===== config.mk =====
export PLATFORM = sky130hd
export DESIGN_NAME = spi_oversampling_top
export DESIGN_NICKNAME = d
export VERILOG_FILES = /design/src/rtl/spi_oversampling_top.sv
export SDC_FILE = /design/constraint.sdc
export NUM_CORES = 1
export LEC_CHECK = 0
export ABC_CLOCK_PERIOD_IN_PS = 2000
export BUFFER_PORTS_ARGS = -buffer_cell sky130_fd_sc_hd__buf_2
export CAP_MARGIN = 20
export CORE_ASPECT_RATIO = 0.6
export CORE_MARGIN = 2
export CORE_UTILIZATION = 53
export CTS_CLUSTER_DIAMETER = 50
export DETAILED_ROUTE_END_ITERATION = 7
export PLACE_DENSITY = 0.76
export SYNTH_ARGS = -nofsm -noshare
export SYNTH_HDL_FRONTEND = slang
export SYNTH_SLANG_ARGS = --single-unit

===== constraint.sdc =====
create_clock -name clk_in -period 2 [get_ports clk_in]
set_input_delay 0.1 -clock clk_in [delete_from_list [all_inputs] [get_ports clk_in]]
set_output_delay 0.1 -clock clk_in [all_outputs]
set_load 0.02 [all_outputs]

===== src/rtl/spi_oversampling_top.sv =====
// spi_oversampling_top
// SPI slave front-end (mode 0, MSB first) running entirely in the clk_in
// domain. SCK, CS and MOSI are synchronised through equal-depth flop chains,
// then MOSI is sampled a fixed number of clk_in cycles after each SCK rise so
// that MOSI skew relative to SCK is tolerated. Each received word is echoed
// on MISO in the next frame, and every frame is audited when CS deasserts.
//
// Ports:
//   clk_in   in   system clock (25 MHz), all logic on its rising edge
//   rst      in   synchronous, active-low reset
//   spi_cs   in   chip select, active low, asynchronous
//   spi_sck  in   SPI clock, idle low, asynchronous
//   spi_mosi in   serial data in, asynchronous
//   spi_miso out  serial data out, registered
//   led      out  audit result: led[0] = frame OK, led[1] = frame error
//
// Optional feature: define SPI_MAJORITY_VOTE_EN to capture each bit as the
// majority of three MOSI samples (counter values SAMPLE_DELAY-1, SAMPLE_DELAY
// and SAMPLE_DELAY+1), which adds one cycle of capture latency.

module spi_oversampling_top #(
  parameter int SYNC_STAGES  = 2,
  parameter int SAMPLE_DELAY = 4,
  parameter int DATA_W       = 8
) (
  input  logic       clk_in,
  input  logic       rst,
  input  logic       spi_cs,
  input  logic       spi_sck,
  input  logic       spi_mosi,
  output logic       spi_miso,
  output logic [1:0] led
);

`ifdef SPI_MAJORITY_VOTE_EN
  localparam int CAPTURE_AT = SAMPLE_DELAY + 1;
`else
  localparam int CAPTURE_AT = SAMPLE_DELAY;
`endif
  localparam int CNT_W = $clog2(CAPTURE_AT + 1);
  localparam int BIT_W = $clog2(DATA_W + 1);

  logic [SYNC_STAGES-1:0] sck_sync_q, sck_sync_d;
  logic [SYNC_STAGES-1:0] cs_sync_q, cs_sync_d;
  logic [SYNC_STAGES-1:0] mosi_sync_q, mosi_sync_d;
  logic                   sck_prev_q, sck_prev_d;
  logic                   cs_prev_q, cs_prev_d;
  logic [CNT_W-1:0]       sample_delay_cnt_q, sample_delay_cnt_d;
  logic [DATA_W-1:0]      shift_reg_q, shift_reg_d;
  logic [BIT_W-1:0]       bit_cnt_q, bit_cnt_d;
  logic [DATA_W-1:0]      rx_byte_q, rx_byte_d;
  logic [DATA_W-1:0]      tx_reg_q, tx_reg_d;
  logic                   miso_q, miso_d;
  logic [1:0]             led_q, led_d;
  logic                   word_seen_q, word_seen_d;
`ifdef SPI_MAJORITY_VOTE_EN
  logic [1:0]             vote_q, vote_d;
`endif

  logic             sck_s, cs_s, mosi_s;
  logic             sck_rise, sck_fall, cs_rise, cs_fall;
  logic             cnt_active, at_capture;
  logic             capture, capture_bit;
  logic [BIT_W-1:0] bit_next;

  assign sck_s  = sck_sync_q[SYNC_STAGES-1];
  assign cs_s   = cs_sync_q[SYNC_STAGES-1];
  assign mosi_s = mosi_sync_q[SYNC_STAGES-1];

  assign sck_rise = sck_s & ~sck_prev_q;
  assign sck_fall = ~sck_s & sck_prev_q;
  assign cs_rise  = cs_s & ~cs_prev_q;
  assign cs_fall  = ~cs_s & cs_prev_q;

  assign cnt_active = (sample_delay_cnt_q != '0);
  assign at_capture = (sample_delay_cnt_q == CNT_W'(CAPTURE_AT));

  // Synchroniser chains and the extra delayed copies used for edge detection.
  // All three inputs share the same depth so SCK/MOSI skew is preserved.
  always_comb begin
    sck_sync_d  = {sck_sync_q[SYNC_STAGES-2:0], spi_sck};
    cs_sync_d   = {cs_sync_q[SYNC_STAGES-2:0], spi_cs};
    mosi_sync_d = {mosi_sync_q[SYNC_STAGES-2:0], spi_mosi};
    sck_prev_d  = sck_s;
    cs_prev_d   = cs_s;
  end

`ifdef SPI_MAJORITY_VOTE_EN
  // Record the two early votes; the third vote is the live sample at capture.
  // A capture forced before the window completes falls back to the live
  // sample, which is also the tie-breaker when only two votes exist.
  always_comb begin
    vote_d = vote_q;
    if (sample_delay_cnt_q == CNT_W'(SAMPLE_DELAY - 1)) vote_d[0] = mosi_s;
    if (sample_delay_cnt_q == CNT_W'(SAMPLE_DELAY))     vote_d[1] = mosi_s;
    if (at_capture)
      capture_bit = (vote_q[0] & vote_q[1]) | (vote_q[0] & mosi_s) | (vote_q[1] & mosi_s);
    else
      capture_bit = mosi_s;
  end
`else
  assign capture_bit = mosi_s;
`endif

  // Sampling, word assembly, transmit shifting and the end-of-frame audit.
  // The capture is resolved before the audit so a bit still in flight at the
  // CS rise is counted.
  always_comb begin
    sample_delay_cnt_d = sample_delay_cnt_q;
    shift_reg_d        = shift_reg_q;
    bit_cnt_d          = bit_cnt_q;
    rx_byte_d          = rx_byte_q;
    tx_reg_d           = tx_reg_q;
    miso_d             = miso_q;
    led_d              = led_q;
    word_seen_d        = word_seen_q;
    capture            = 1'b0;
    bit_next           = bit_cnt_q + BIT_W'(1);

    if (cs_fall) begin
      sample_delay_cnt_d = '0;
      bit_cnt_d          = '0;
      word_seen_d        = 1'b0;
      tx_reg_d           = rx_byte_q;
      miso_d             = rx_byte_q[DATA_W-1];
    end else if (cs_s) begin
      sample_delay_cnt_d = '0;
      miso_d             = 1'b0;
      capture            = cs_rise & cnt_active;
    end else begin
      // A new SCK rise while a sample is pending commits that sample now.
      if (sck_rise) begin
        capture            = cnt_active;
        sample_delay_cnt_d = CNT_W'(1);
      end else if (at_capture) begin
        capture            = 1'b1;
        sample_delay_cnt_d = '0;
      end else if (cnt_active) begin
        sample_delay_cnt_d = sample_delay_cnt_q + CNT_W'(1);
      end
      if (sck_fall) begin
        tx_reg_d = tx_reg_q << 1;
        miso_d   = tx_reg_q[DATA_W-2];
      end
    end

    if (capture) begin
      shift_reg_d = (shift_reg_q << 1) | DATA_W'(capture_bit);
      if (bit_next == BIT_W'(DATA_W)) begin
        rx_byte_d   = shift_reg_d;
        bit_cnt_d   = '0;
        word_seen_d = 1'b1;
      end else begin
        bit_cnt_d = bit_next;
      end
    end

    if (cs_rise) begin
      if (bit_cnt_d != '0)  led_d = 2'b10;
      else if (word_seen_d) led_d = 2'b01;
      else                  led_d = 2'b00;
    end
  end

  // State registers; reset returns every synchroniser to the idle bus level.
  always_ff @(posedge clk_in) begin
    if (!rst) begin
      sck_sync_q         <= '0;
      cs_sync_q          <= '1;
      mosi_sync_q        <= '0;
      sck_prev_q         <= 1'b0;
      cs_prev_q          <= 1'b1;
      sample_delay_cnt_q <= '0;
      shift_reg_q        <= '0;
      bit_cnt_q          <= '0;
      rx_byte_q          <= '0;
      tx_reg_q           <= '0;
      miso_q             <= 1'b0;
      led_q              <= 2'b00;
      word_seen_q        <= 1'b0;
`ifdef SPI_MAJORITY_VOTE_EN
      vote_q             <= '0;
`endif
    end else begin
      sck_sync_q         <= sck_sync_d;
      cs_sync_q          <= cs_sync_d;
      mosi_sync_q        <= mosi_sync_d;
      sck_prev_q         <= sck_prev_d;
      cs_prev_q          <= cs_prev_d;
      sample_delay_cnt_q <= sample_delay_cnt_d;
      shift_reg_q        <= shift_reg_d;
      bit_cnt_q          <= bit_cnt_d;
      rx_byte_q          <= rx_byte_d;
      tx_reg_q           <= tx_reg_d;
      miso_q             <= miso_d;
      led_q              <= led_d;
      word_seen_q        <= word_seen_d;
`ifdef SPI_MAJORITY_VOTE_EN
      vote_q             <= vote_d;
`endif
    end
  end

  assign spi_miso = miso_q;
  assign led      = led_q;

endmodule


==> results.toml <==
[logic_synthesis]
synth_cell_type_count = 33
synth_nets = 191
synthArstFlopShare_pct = 0
yosys_warnings = 0
synth-edff-count = 0
synth_area_leaders = "dfxtp_1, mux2i_1, nor2_1, nand2_1, a311oi_1"
synth.largest_area_cell = "dfxtp_1"
netlist_instances = 183
yosysTopAreaCellShare_pct = 48.4
yosysSeqAreaShare_pct = 48.4
synth_seq_cells = 41
synth_common_cells = "dfxtp_1, nor2_1, mux2i_1, nand2_1, a21oi_1"
synth.most_common_cell = "dfxtp_1"
syn_area_per_cell_sq_um = 9.27
synth-main-ff-cell = "dfxtp_1"
syn_area_sq_um = 1700

[power_and_ir_drop]
peakVddDrop_mv = 0.493
p_seq_share_pct = 54.1
combinationalPowerShare_pct = 3.4
power_frac_clock_pct = 42.5
switching_share_pct = 20.9
power_w = 0.00155
power_switching_w = 0.000323
p_leak_nw = 0.754
power_density_nw_per_um2 = 813
internal_power_w = 0.00122

[timing]
period_share_pct = 89.5
fin_setup_tns_ns = 0
worst_pin_slew_ns = 0.517
finalSetupViolations = 0
rsz0062_at_grt = "false"
hold_slack_ns = 0.00740
fmax_mhz = 559
worst_slack_ns = 0.210
finalHoldViolCount = 0
slew_headroom_pct = 65.5
finalCriticalPeriod_ns = 1.79
skew_ns = 0.00751
drv_slew = 0

[global_route]
grt_pass1_vias = 1150
antenna_found_initial = 0
overflow = 0
grt_pass1_wl_um = 5060
track_usage_pct = 18.7
grt_max_degree = 17

[place]
place_ws_ns = 0.152
gp_congestion = 0.784
place_hpwl_um = 2160
placedCellCount = 227
io_buffers = 7

[clock_network]
clk_pin_slew_worst_paths_ns = 0.08
clock_path_buffers = 2
cts.htree.levels = 2
clk_latency_ns = 0.29
cts_buffers = 5
cts_tree = "done"
cts.sinks = 41
cts-root-buf = "clkbuf_8"

[worst_setup_path]
worstPathMaxFanout = 9
start_kind = "flop"
cpPeakStageDelay_ns = 0.34
path_class = "flop to flop"
crit_chain = "inv_1 > ha_2 > nor2_2 > a221oi_4 > buf_4 > mux2i_1 > o41ai_2"
crit_family = "compound AO/OA/AOI/OAI gates"
crit_required_ns = 2.20
cp_slowest_cell = "dfxtp_1"
cp.arrival_ns = 1.99
endpoint_kind = "flop"
cp_num_buf_inv = 2
r2r_slack_ns = 0.21

[detailed_routing]
vias = 1249
ant_nets = 0
wl_per_cell_um = 13.1
drt_iter0_markers = 60
drc = 0
wirelength_um = 3080
first_pass_iters = 5
routed_via_density = 5.29

[final_layout]
nets = 201
drive_gt1_share_pct = 13.4
syn2layout_area_growth_pct = 12.1
stdcell_count = 236
num_antenna_cells = 0

[floorplan]
coreArea_sq_um = 2970
dieArea_sq_um = 3680
die_height_um = 47.8
core.rowCount = 15
initial_core_util_pct = 57.2
die_w_um = 77.0
ios = 8

[run_status]
status = "finished, final reports clean"

[job]
maxCapViolCount = 0

[min_path]
hold_class = "input port to flop"
-- state kept, by name (all words and copies together) (netlist names), 2 cells and up --
name / flops
bit_cnt_q: 4
cs_sync_q: 2
led: 2
mosi_sync_q: 2
rx_byte_q: 8
sample_delay_cnt_q: 3
sck_sync_q: 2
shift_reg_q: 7
tx_reg_q: 7
-- routing by layer --
layer	routed length, um	global-route usage (%)	part of all wire (%)	vias up
li1	-	-	-	640
met2	1410	33.0	46	24
met1	1490	21.4	48	578
met4	55	11.8	1.8	0
met5	0	0	0	-
met3	130	5.28	4.2	7
-- cells by family (layout without fill, tap and decap cells) --
group | count (synthesis) | after routing | share of synthesized area [%]
buffers and inverters | 17 | 28 | 4.57
DFF | 41 | 41 | 48.4
xor gates and xnor gates | 2 | 2 | 1.03
adders and majority gates | 3 | 3 | 2.21
AOI/OAI and AO/OA | 23 | 23 | 10.5
and+or+nand+nor | 78 | 78 | 22.1
muxes | 19 | 19 | 11.2
-- worst reg2reg max path, cell delays in order, from the launching register on --
cell and delay (ns):
dfxtp_1 0.34, inv_1 0.07, ha_2 0.27, nor2_2 0.07
a221oi_4 0.30, buf_4 0.22, mux2i_1 0.11, o41ai_2 0.31
-- power by group through the flow --
| stage | sequential [W] | combinational, W | clock (W) |
|---|---|---|---|
| after floorplan | 0.000852 | 0.0000367 | 0 |
| after detailed placement | 0.000856 | 0.0000501 | 0 |
| after global routing | 0.000838 | 0.0000580 | 0.000704 |
| after CTS | 0.000837 | 0.0000524 | 0.000671 |
| after global placement | 0.000855 | 0.0000486 | 0 |
| final | 0.000837 | 0.0000523 | 0.000658 |
-- path summary, 6_finish.rpt --
| kind | start | endpoint | cells past startpoint |
|---|---|---|---|
| setup / recovery | sample_delay_cnt_q[0]$_SDFFE_PP0P_ | led[0]$_SDFFE_PN0N_ | 7 |
| hold / removal | spi_mosi | mosi_sync_q[0]$_SDFF_PN0_ | 2 |
| setup reg to reg | sample_delay_cnt_q[0]$_SDFFE_PP0P_ | led[0]$_SDFFE_PN0N_ | 7 |
| hold reg to reg | cs_sync_q[0]$_SDFF_PN1_ | cs_sync_q[1]$_SDFF_PN1_ | 1 |
-- timing repair --
item | 4_1_cts | 5_1_grt
endpoints found under the setup margin | 0 | 1
hold buffers | 1 | 0
gates resized for setup | 0 | 1
hold endpoints to repair | 1 | 0
setup buffers | 0 | 0
-- cell type report --
class / count / area, sq um
multi-input combinational: 125 / 801
clock inverter: 2 / 38.8
inverter: 5 / 18.8
tap: 42 / 52.6
timing repair buffer: 15 / 97.6
sequential: 41 / 821
clock buffer: 6 / 72.6
fill: 262 / 1060
-- cell usage in the layout (no fill, tap or decap) --
cell and instances:
a311oi_1 6, xnor2_1 2, clkinv_4 1, inv_1 5
buf_4 7, mux2i_1 19, nand2b_1 6, nand2_1 19
nor4_1 1, a221oi_4 1, o21a_1 1, nand4_2 1
ha_2 1, nor3_1 5, ha_1 2, dlygate4sd3_1 1
nand3_1 3, nand3b_1 2, a31oi_1 1, or2b_1 1
o21ai_0 2, nor2_1 29, o41ai_2 1, bufinv_16 1
and4b_1 1, clkbuf_1 1, and2_1 5, nor2b_1 3
buf_2 7, o211ai_1 1, nor2_2 1, or4b_1 1
clkbuf_8 5, a21oi_1 9, dfxtp_1 41, o22ai_1 1
-- metrics by stage --
stage,instance area (sq um),utilization (%)
floorplan,1700,-
finish,1900,64.1
global route,1900,64.1
CTS,1900,64.1
global placement,1780,60.0
detailed placement,1780,60.0
No activity file was read; power rests on OpenSTA's default activity.
